===== src/rtl/tamagotchi_pkg.sv =====
// Shared definitions for the Tamagotchi blocks: default clock rate,
// idle levels of the raw board inputs and cycle-count helpers.
package tamagotchi_pkg;

    localparam int DEF_CLK_HZ = 50_000_000;

    // Raw board inputs as they arrive from the pins.
    typedef struct packed {
        logic btn_n;
        logic luz;
        logic sonido;
    } raw_in_t;

    // Level each raw input shows when nothing is happening:
    // button released (active-low), no light, no sound.
    localparam raw_in_t RAW_IDLE = '{
        btn_n:  1'b1,
        luz:    1'b0,
        sonido: 1'b0
    };

    function automatic int ms_to_cycles(input int clk_hz, input int ms);
        return (clk_hz / 1000) * ms;
    endfunction

    // Terminal count of a prescaler dividing clk_hz down to div Hz.
    function automatic int hz_to_tc(input int clk_hz, input int div);
        return (clk_hz / div) - 1;
    endfunction

endpackage


===== src/rtl/tamagotchi_debounce.sv =====
// Counter debouncer for one already-synchronised level.
// Ports: clk, rst (async, active-high), din (sync level),
//        dout (debounced level), rise (1-cycle pulse with dout rising).
module tamagotchi_debounce #(
    parameter int DB_CYCLES = 4
) (
    input  logic clk,
    input  logic rst,
    input  logic din,
    output logic dout,
    output logic rise
);

    localparam int CW = $clog2(DB_CYCLES) + 1;
    localparam logic [CW-1:0] CNT_LAST = CW'(DB_CYCLES - 1);

    logic          stable_q, stable_d;
    logic [CW-1:0] cnt_q, cnt_d;
    logic          rise_q, rise_d;

    // Any cycle where din matches stable restarts the window, so
    // only a level held for DB_CYCLES consecutive cycles is accepted.
    always_comb begin
        stable_d = stable_q;
        cnt_d    = '0;
        if (din != stable_q) begin
            if (cnt_q == CNT_LAST) begin
                stable_d = din;
            end else begin
                cnt_d = cnt_q + 1'b1;
            end
        end
        rise_d = stable_d & ~stable_q;
    end

    always_ff @(posedge clk or posedge rst) begin
        if (rst) begin
            stable_q <= 1'b0;
            cnt_q    <= '0;
            rise_q   <= 1'b0;
        end else begin
            stable_q <= stable_d;
            cnt_q    <= cnt_d;
            rise_q   <= rise_d;
        end
    end

    assign dout = stable_q;
    assign rise = rise_q;

endmodule


===== src/rtl/tamagotchi_input_cond.sv =====
// Input conditioning ahead of the Tamagotchi FSM: sync + debounce of
// button and light, sound pulse stretch, 1 Hz tick and long-press.
// Ports: clk, rst (async, active-high), btn_raw_n, luz_raw, sonido_raw,
//        test_mode (faster tick) -> boton_interaccion, boton_pulse,
//        boton_long, sensor_luz, sensor_sonido, tick (all registered).
module tamagotchi_input_cond
    import tamagotchi_pkg::*;
#(
    parameter int CLK_HZ       = DEF_CLK_HZ,
    parameter int DEBOUNCE_MS  = 20,
    parameter int SND_HOLD_MS  = 100,
    parameter int LONGPRESS_S  = 3,
    parameter int TEST_SPEEDUP = 10
) (
    input  logic clk,
    input  logic rst,
    input  logic btn_raw_n,
    input  logic luz_raw,
    input  logic sonido_raw,
    input  logic test_mode,
    output logic boton_interaccion,
    output logic boton_pulse,
    output logic boton_long,
    output logic sensor_luz,
    output logic sensor_sonido,
    output logic tick
);

    localparam int DB_CYCLES   = ms_to_cycles(CLK_HZ, DEBOUNCE_MS);
    localparam int HOLD_CYCLES = ms_to_cycles(CLK_HZ, SND_HOLD_MS);

    localparam int HW = $clog2(HOLD_CYCLES) + 1;
    localparam int PW = $clog2(CLK_HZ) + 1;
    localparam int LW = $clog2(LONGPRESS_S) + 1;

    localparam logic [HW-1:0] HOLD_LOAD = HW'(HOLD_CYCLES - 1);
    localparam logic [PW-1:0] TC_NORMAL = PW'(hz_to_tc(CLK_HZ, 1));
    localparam logic [PW-1:0] TC_FAST   = PW'(hz_to_tc(CLK_HZ, TEST_SPEEDUP));
    localparam logic [LW-1:0] LP_MAX    = LW'(LONGPRESS_S);

    // Two-stage synchronisers, reset to the idle input levels.
    raw_in_t sync1_q, sync1_d;
    raw_in_t sync2_q, sync2_d;

    always_comb begin
        sync1_d = '{
            btn_n:  btn_raw_n,
            luz:    luz_raw,
            sonido: sonido_raw
        };
        sync2_d = sync1_q;
    end

    // Debounced button and light levels.
    logic btn_sync;
    logic btn_lvl;
    logic btn_rise;
    logic luz_lvl;
    logic luz_rise_unused;

    assign btn_sync = ~sync2_q.btn_n;

    tamagotchi_debounce #(
        .DB_CYCLES (DB_CYCLES)
    ) u_db_btn (
        .clk  (clk),
        .rst  (rst),
        .din  (btn_sync),
        .dout (btn_lvl),
        .rise (btn_rise)
    );

    tamagotchi_debounce #(
        .DB_CYCLES (DB_CYCLES)
    ) u_db_luz (
        .clk  (clk),
        .rst  (rst),
        .din  (sync2_q.luz),
        .dout (luz_lvl),
        .rise (luz_rise_unused)
    );

    // Sound stretch: every sampled high reloads the hold counter, so
    // a burst of spikes closer than the hold time reads as one level.
    logic [HW-1:0] snd_cnt_q, snd_cnt_d;
    logic          snd_q, snd_d;

    always_comb begin
        snd_cnt_d = snd_cnt_q;
        if (sync2_q.sonido) begin
            snd_cnt_d = HOLD_LOAD;
        end else if (snd_cnt_q != '0) begin
            snd_cnt_d = snd_cnt_q - 1'b1;
        end
        snd_d = sync2_q.sonido | (snd_cnt_q != '0);
    end

    // Tick prescaler. Using >= lets a counter that is already past a
    // freshly lowered terminal count wrap on the next cycle.
    logic [PW-1:0] pre_q, pre_d;
    logic [PW-1:0] tc;
    logic          at_tc;
    logic          tick_q, tick_d;

    always_comb begin
        tc     = test_mode ? TC_FAST : TC_NORMAL;
        at_tc  = (pre_q >= tc);
        pre_d  = at_tc ? '0 : pre_q + 1'b1;
        tick_d = at_tc;
    end

    // Long press: count ticks seen while the debounced button is down,
    // saturate so the event fires once per press.
    logic [LW-1:0] lp_q, lp_d;
    logic          long_q, long_d;

    always_comb begin
        lp_d   = lp_q;
        long_d = 1'b0;
        if (!btn_lvl) begin
            lp_d = '0;
        end else if (tick_q && (lp_q != LP_MAX)) begin
            lp_d   = lp_q + 1'b1;
            long_d = (lp_q == LP_MAX - 1'b1);
        end
    end

    always_ff @(posedge clk or posedge rst) begin
        if (rst) begin
            sync1_q   <= RAW_IDLE;
            sync2_q   <= RAW_IDLE;
            snd_cnt_q <= '0;
            snd_q     <= 1'b0;
            pre_q     <= '0;
            tick_q    <= 1'b0;
            lp_q      <= '0;
            long_q    <= 1'b0;
        end else begin
            sync1_q   <= sync1_d;
            sync2_q   <= sync2_d;
            snd_cnt_q <= snd_cnt_d;
            snd_q     <= snd_d;
            pre_q     <= pre_d;
            tick_q    <= tick_d;
            lp_q      <= lp_d;
            long_q    <= long_d;
        end
    end

    assign boton_interaccion = btn_lvl;
    assign boton_pulse       = btn_rise;
    assign boton_long        = long_q;
    assign sensor_luz        = luz_lvl;
    assign sensor_sonido     = snd_q;
    assign tick              = tick_q;

endmodule

===== config.mk =====
export PLATFORM = sky130hd
export DESIGN_NAME = tamagotchi_input_cond
export DESIGN_NICKNAME = d
export VERILOG_FILES = /design/src/rtl/tamagotchi_pkg.sv /design/src/rtl/tamagotchi_debounce.sv /design/src/rtl/tamagotchi_input_cond.sv
export SDC_FILE = /design/constraint.sdc
export NUM_CORES = 1
export LEC_CHECK = 0
export CORE_UTILIZATION = 34
export DETAILED_ROUTE_END_ITERATION = 8
export PLACE_DENSITY_LB_ADDON = 0.05
export SLEW_MARGIN = 10
export SYNTH_ARGS = -nofsm -noshare
export SYNTH_HDL_FRONTEND = slang
export SYNTH_SLANG_ARGS = --single-unit

===== constraint.sdc =====
create_clock -name clk -period 8 [get_ports clk]
set_clock_uncertainty 0.1 [all_clocks]
set_input_delay 1.6 -clock clk [delete_from_list [all_inputs] [get_ports clk]]
set_output_delay 1.6 -clock clk [all_outputs]
set_load 0.005 [all_outputs]

After elaboration in Yosys (flattened, before gate mapping)
Cells that the tools add are included.

Output and inout port bits: 6. Register bits: 108. Word-level logic and storage cells: 52.

Equality and inequality tests: 7. Reductions and logical operators: 4. Mux-type cells: 14. Add/subtract/negate cells: 5. Bitwise operators: 4. $lt $le $gt $ge: 1.

Operator list (count): two-way mux 21 bit (4); two-way mux 24 bit (2); adder 21 x 1 -> 21 bit (second input constant) (2); equality test 21 x 20 -> 1 bit (second input constant) (2); adder 27 x 1 -> 27 bit (second input constant) (1); >= comparator 27 x 26 -> 1 bit (1); two-way mux 27 bit (1); two-way mux 26 bit (1); nonzero test 24 bit (1); subtractor 24 x 1 -> 24 bit (second input constant) (1); two-way mux 3 bit (2); two-way mux 1 bit (4); adder 3 x 1 -> 3 bit (second input constant) (1); equality test 3 x 2 -> 1 bit (second input constant) (1); inequality test 3 x 2 -> 1 bit (second input constant) (1); inequality test 1 bit (2); inequality test 2 bit (second input constant) (1); NOT 1 bit (2); AND reduction 2 bit (1); nonzero test 2 bit (1); AND 1 bit (1); logical AND 1 bit (1); bitwise OR 1 bit (1).

Logic depth before layout (Yosys ltp)
Gate-level depths: netlist (run 1).

Depth in word-level cells: 4. Mapped depth: 8. Gate-level depth less buffers: 7.

Hierarchy
Synthesis (run 1) repeated with hierarchy kept, for this count alone.

Cell total of the unflattened synthesis: 565. Area, all modules: 5646.7 um^2.

Modules (own cells, without submodules): tamagotchi_input_cond (times used 1, cells each 331, area an instance 3294.4 um^2, seq. area each 1579.0 um^2); tamagotchi_debounce (times used 2, cells each 117, area an instance 1176.1 um^2, seq. area each 575.6 um^2).

Worst setup path before layout (run 1)
OpenSTA, ideal clock, no wires.

Kind: input-to-reg. Start point: input port test_mode. End point: register pre_q[10]. Library setup time: 0.121 ns. Setup slack: 4.500 ns. Buffers on the path: 1. Arrival: 3.279 ns. Cell stages on the path: 7. Path through: ha_1 > nand4b_1 > or4_1 > a311o_1 > nand3b_1 > buf_2 > nor2_1.

Longest elaborated chain between the ends: 3.

RTL lines: start, declared (line tamagotchi_input_cond.sv:20) `input logic test_mode,`; two-way mux 26 bit (line tamagotchi_input_cond.sv:106) `tc = test_mode ? TC_FAST : TC_NORMAL;`; >= comparator 27 x 26 -> 1 bit (line tamagotchi_input_cond.sv:107) `at_tc = (pre_q >= tc);`; two-way mux 27 bit (line tamagotchi_input_cond.sv:108) `pre_d = at_tc ? '0 : pre_q + 1'b1;`; named net pre_d[10] (line tamagotchi_input_cond.sv:100) `logic [PW-1:0] pre_q, pre_d;`; end signal, assigned (line tamagotchi_input_cond.sv:143) `pre_q <= pre_d;`; end, declared (line tamagotchi_input_cond.sv:100).

The timed path passes the listed nets, and every way through them passes these cells. A chain may end at the register's enable or synchronous reset.

Worst setup path after layout (run 1)
Start point: input port test_mode. End point: register pre_q[23].

The elaborated chain is that of the path after synthesis.

==> results_dict.tcl, run 1 <==
set metrics [dict create \
    status "completed" \
    syn-cell-area_mm2 0.00547 \
    fin_util 0.387 \
    firstDrtPassIters 4 \
    std_cell_rows 46 \
    area_growth_pct 11.7 \
    r2r_setup_slack_ps 5080 \
    clock_sinks 108 \
    drt_iter0_drc 157 \
    cts_max_level 3 \
    cts-root-buf "clkbuf_16" \
    cts_tree "done" \
    die_w_um 129 \
    boundaryPins 12 \
    setup_tns_ps 0 \
    clk_path_buf_depth 2 \
    globalRouteOverflowTotal 0 \
    rsz0062_at_grt "false" \
    ys_top_cells_by_area "dfrtp_1, xnor2_1, nor2_1, xor2_1, ha_1" \
    wl_um 10700 \
    layout.nets 587 \
    routabilityCongestion 0.779 \
    start_util 0.347 \
    hpwl_um 7120 \
    fin_crit_sh 0.564 \
    grt_pass1_wl_um 19100 \
    setup_ws_ps 3480 \
    min_period_ps 4520 \
    drive_gt1_frac 0.0531 \
    yosysSeqAreaShare 0.494 \
    crit_path_max_fanout 26 \
    cts_buffers 9 \
    cp-end-kind "register" \
    yosys.area.top_type "dfrtp_1" \
    irDropWorstVdd_mv 0.105 \
    vias 3803 \
    clock_latency_ps 360 \
    synth_edf_count 0 \
    pre_cts_ws_ps 3030 \
    grt_pass1_vias 3863 \
    powerDensity_mw_per_mm2 187 \
    synth_fp_nets 576 \
    numPortBuffers 11 \
    postSynthCellCount 549 \
    cts_hold_buf 0 \
    drv_slew 0 \
    die_area_mm2 0.0166 \
    ant_nets 0 \
    fin_total_pwr_mw 1.14 \
    start_kind "primary input" \
    yosys.area.top_type_share 0.485 \
    diodes 0 \
    slew_headroom 0.307 \
    cts_resized 0 \
    crit_required_ps 8090 \
    die_h_um 129 \
    worst_pin_slew_ps 1030 \
    antenna_found_initial 0 \
    wire_per_inst_um 13.7 \
    ys_types 47 \
    synth_ff_type "dfrtp_1" \
    hp-class "register to register" \
    viasPerCell 4.87 \
    synthArstFlopShare 1.00 \
    finalSetupViolCount 0 \
    fp.coreArea_mm2 0.0158 \
    p_leak_nw 2.48 \
    cts.clk_slew.worst_paths_ps 80 \
    syn_avg_cell_area_um2 9.97 \
    grt_usage 0.146 \
    grt_max_degree 81 \
    yosysWarnings 0 \
    cts_setup_buffers 0 \
    drc 0 \
    path_class "primary input to register" \
    max_cap_viol_count 0 \
    ys_seq_elements 108 \
    max_freq_mhz 221 \
    hold_viol 0 \
    cp_data_arrival_time_ps 4610 \
]
routing by layer:
| metal | GRT usage | share of wire | vias to the layer above |
|---|---|---|---|
| met5 | 0 | 0 | - |
| met4 | 0.0609 | 0.019 | 0 |
| met3 | 0.0337 | 0.023 | 17 |
| met2 | 0.231 | 0.45 | 37 |
| met1 | 0.192 | 0.50 | 1831 |
| li1 | - | - | 1918 |
where the power goes:
group	switching [mW]	internal, mW
registers	0.0326	0.569
clock network	0.211	0.247
logic	0.0498	0.0326
logic make-up (layout without fill, tap and decap cells):
group,after synthesis,after routing,synth area share
flip-flops,108,108,0.494
multiplexers,3,3,0.00594
adder cells (fa/ha/maj),21,21,0.0480
AND/OR/NAND/NOR,272,272,0.258
buffers and inverters,29,45,0.0219
AO/OA/AOI/OAI,36,36,0.0439
XOR/XNOR,80,80,0.128
layout by cell type (no fill, tap or decap), types with 3 or more instances in the layout:
cell type	synthesis	final
a21oi_1	9	9
a311oi_1	3	3
and3_1	14	14
and4_1	3	3
clkbuf_16	0	9
clkdlybuf4s50_1	0	11
dfrtp_1	106	106
ha_1	21	21
inv_1	16	15
nand2_1	22	22
nand2b_1	14	14
nand3_1	34	34
nand4_1	18	18
nand4b_1	3	3
nor2_1	99	99
nor2b_1	4	4
nor3_1	18	18
nor4_1	14	14
o21a_1	4	4
o21ai_0	8	8
or3_1	8	8
or4_1	7	7
xnor2_1	47	47
xor2_1	33	33
Yosys cell counts (2+ instances only):
master and number:
a2111oi_0 2, a211o_1 2, a211oi_1 2, a21oi_1 9
a311oi_1 3, and3_1 14, and4_1 3, buf_2 6
clkbuf_1 6, dfrtp_1 106, dfstp_2 2, ha_1 21
inv_1 16, mux2_2 2, nand2_1 22, nand2b_1 14
nand3_1 34, nand3b_1 2, nand4_1 18, nand4b_1 3
nor2_1 99, nor2b_1 4, nor3_1 18, nor4_1 14
nor4b_1 2, o21a_1 4, o21ai_0 8, or2_2 2
or3_1 8, or3b_1 2, or4_1 7, xnor2_1 47
xor2_1 33
worst max-delay path, cell delays in order:
cell and delay, ps:
clkdlybuf4s50_1 730, inv_1 180, ha_1 340, nand4_1 90, or4_1 430, a311o_1 340
nand3b_1 760, nor2_1 120
registers in the layout (all words and copies together), names as in the netlist:
signal,flops
u_db_btn.dout,1
pre_q,27
snd_cnt_q,24
u_db_luz.cnt_q,21
u_db_btn.rise,1
sync1_q,3
sensor_sonido,1
tick,1
sync2_q,3
u_db_luz.dout,1
u_db_btn.cnt_q,21
lp_q,3
boton_long,1
worst paths after layout:
| check | startpoint | to | cells after the start |
|---|---|---|---|
| min reg2reg | sync1_q[1] | sync2_q[1] | 0 |
| min | sync1_q[1] | sync2_q[1] | 0 |
| min in group asynchronous | rst | u_db_btn.cnt_q[8] | 2 |
| max | test_mode | pre_q[23] | 8 |
| max in group asynchronous | rst | snd_cnt_q[10] | 3 |
| max reg2reg | pre_q[23] | pre_q[23] | 6 |
area by class of cell:
cell class              instances  area, um2
multi-input cells             412       2650
clock inverters                 6       71.3
fillers                      1601       9660
well taps                     216        270
repair buffers                 13        125
flip-flops and latches        108       2710
inverters                      16       62.6
clock buffers                  10        229
through the flow:
step                std cells  area [um2]  hold WS [ps]
floorplan                 549        5470           231
finish                    781        6110           253
detailed placement        765        5810           236
CTS                       781        6110           254
global placement          765        5810           231
global route              781        6110           261
(Power assumes the default switching activity.)
==> inputs of run 2 (changes only) <==
- clock period: 8 -> 4.25 ns (I/O delays scaled with it)
==> run 2 against run 1 <==
Net effect: final cell count up 0.26%; sequential cell count did not move; register-to-register slack lost 3400 ps; worst hold slack is essentially flat; clock power increased by 94%; combinational power rose by 98%; design area is 0.63% higher; sequential power grew 88%; die area is the same; via count grew 2.1%; sequential share of layout area shrank 0.28 points; critical path type unchanged; highest routed layer unchanged.
==> results_dict.tcl, run 2 (same netlist as run 1, synthesis figures left out) <==
set metrics [dict create \
    cts_tree "done" \
    cp_data_arrival_time_ps 3570 \
    drc 0 \
    globalRouteOverflowTotal 0 \
    cts_max_level 3 \
    fin_total_pwr_mw 2.19 \
    regMostFlops "pre_q" \
    clock_sinks 108 \
    drive_gt1_frac 0.0582 \
    grt_pass1_vias 3844 \
    setup_tns_ps 0 \
    clk_path_buf_depth 2 \
    wl_met2_um 4900 \
    clock_latency_ps 360 \
    slew_headroom 0.317 \
    viasPerCell 4.96 \
    max_freq_mhz 293 \
    status "completed" \
    die_w_um 129 \
    wl_met1_um 5470 \
    grt_max_degree 56 \
    max_cap_viol_count 0 \
    powerDensity_mw_per_mm2 355 \
    cts_hold_buf 0 \
    crit_required_ps 4400 \
    vias 3881 \
    diodes 0 \
    crit_path_cell_trace "clkdlybuf4s50_1, inv_1, ha_1, nand4_1, or4_1, a311o_1, nand3b_1, buf_12, nor2_1" \
    hp-class "register to register" \
    start_util 0.347 \
    cp_slowest_cell "clkdlybuf4s50_1" \
    ant_nets 0 \
    fin_hold_ws_ps 253 \
    reg_top3 "pre_q (27), snd_cnt_q (24)" \
    std_cell_rows 46 \
    grt_usage 0.147 \
    area_growth_pct 12.4 \
    cts_buffers 9 \
    drt_iter0_drc 217 \
    firstDrtPassIters 5 \
    wl_um 10800 \
    antenna_found_initial 0 \
    irDropWorstVdd_mv 0.237 \
    numPortBuffers 11 \
    cts_setup_buffers 0 \
    p_leak_nw 2.49 \
    largest_register_ffs 27 \
    layout.nets 589 \
    finalSetupViolCount 0 \
    routed.top_layer "met4" \
    min_period_ps 3420 \
    crit_path_max_fanout 19 \
    cts-root-buf "clkbuf_16" \
    cp_slowest_stage_delay_ps 720 \
    grt_pass1_wl_um 19000 \
    routabilityCongestion 0.762 \
    cp-end-kind "register" \
    path_class "primary input to register" \
    cts_resized 0 \
    rsz0062_at_grt "false" \
    cp_num_buf_inv 3 \
    start_kind "primary input" \
    die_area_mm2 0.0166 \
    drv_slew 0 \
    boundaryPins 12 \
    die_h_um 129 \
    path_delay_family "buffers and inverters" \
    hold_viol 0 \
    mostFrequentLayoutCells "dfrtp_1, nor2_1, xnor2_1" \
    wl_met3_um 329 \
    fp.coreArea_mm2 0.0158 \
    final_common_cell "dfrtp_1" \
    hpwl_um 7200 \
    cts.clk_slew.worst_paths_ps 70 \
    worst_pin_slew_ps 1010 \
    fin_crit_sh 0.804 \
    wire_per_inst_um 13.8 \
]
[run 2: cell count changes in the layout (fill, tap and decap cells not counted), sizes merged]
cell,before,now
buf,2,4
inv,19,17
clkinvlp,1,3
[run 2: layout make-up]
| type | instances | area (um2) |
|---|---|---|
| clock inverter | 6 | 72.6 |
| tap | 216 | 270 |
| fill | 1556 | 9620 |
| sequential | 108 | 2710 |
| clock buffer | 10 | 239 |
| inverter | 16 | 62.6 |
| timing repair buffer | 15 | 153 |
| multi-input combinational | 412 | 2650 |
[run 2: path summary, 6_finish.rpt]
check                                      to  cells past startpoint  slack, ps         startpoint
min in group asynchronous             lp_q[0]                      2        850                rst
min reg2reg                        sync2_q[0]                      0        250         sync1_q[0]
max reg2reg                u_db_btn.cnt_q[19]                      6       1680  u_db_btn.cnt_q[0]
max in group asynchronous          sync1_q[2]                      3       2330                rst
max                                 pre_q[11]                      9        830          test_mode
min                                sync2_q[0]                      0        250         sync1_q[0]
[run 2: where the power goes]
group | switching (mW) | internal (mW)
Clock | 0.410 | 0.479
Sequential | 0.0626 | 1.07
Combinational | 0.0974 | 0.0661
Total | 0.570 | 1.62
[run 2: worst reg2reg max path: stages, from the launching register on]
cell     delay (ps)
dfrtp_1         400
ha_1            220
and4_1          310
nand2_1         100
or4_1           620
nand2_1         550
nor2_1          120
[run 2: per-layer routing]
layer	track usage	vias up
li1	-	1926
met1	0.197	1911
met2	0.229	33
met3	0.0412	11
met4	0.0478	0
met5	0	-
[run 2: through the flow]
step / instances / setup slack, ps / utilization / area (um2)
2_1_floorplan: 549 / 458 / - / 5470
4_1_cts: 783 / 840 / 0.390 / 6150
5_1_grt: 783 / 665 / 0.390 / 6150
6_report: 783 / 831 / 0.390 / 6150
3_3_place_gp: 767 / 493 / 0.370 / 5840
3_5_place_dp: 767 / 426 / 0.370 / 5840
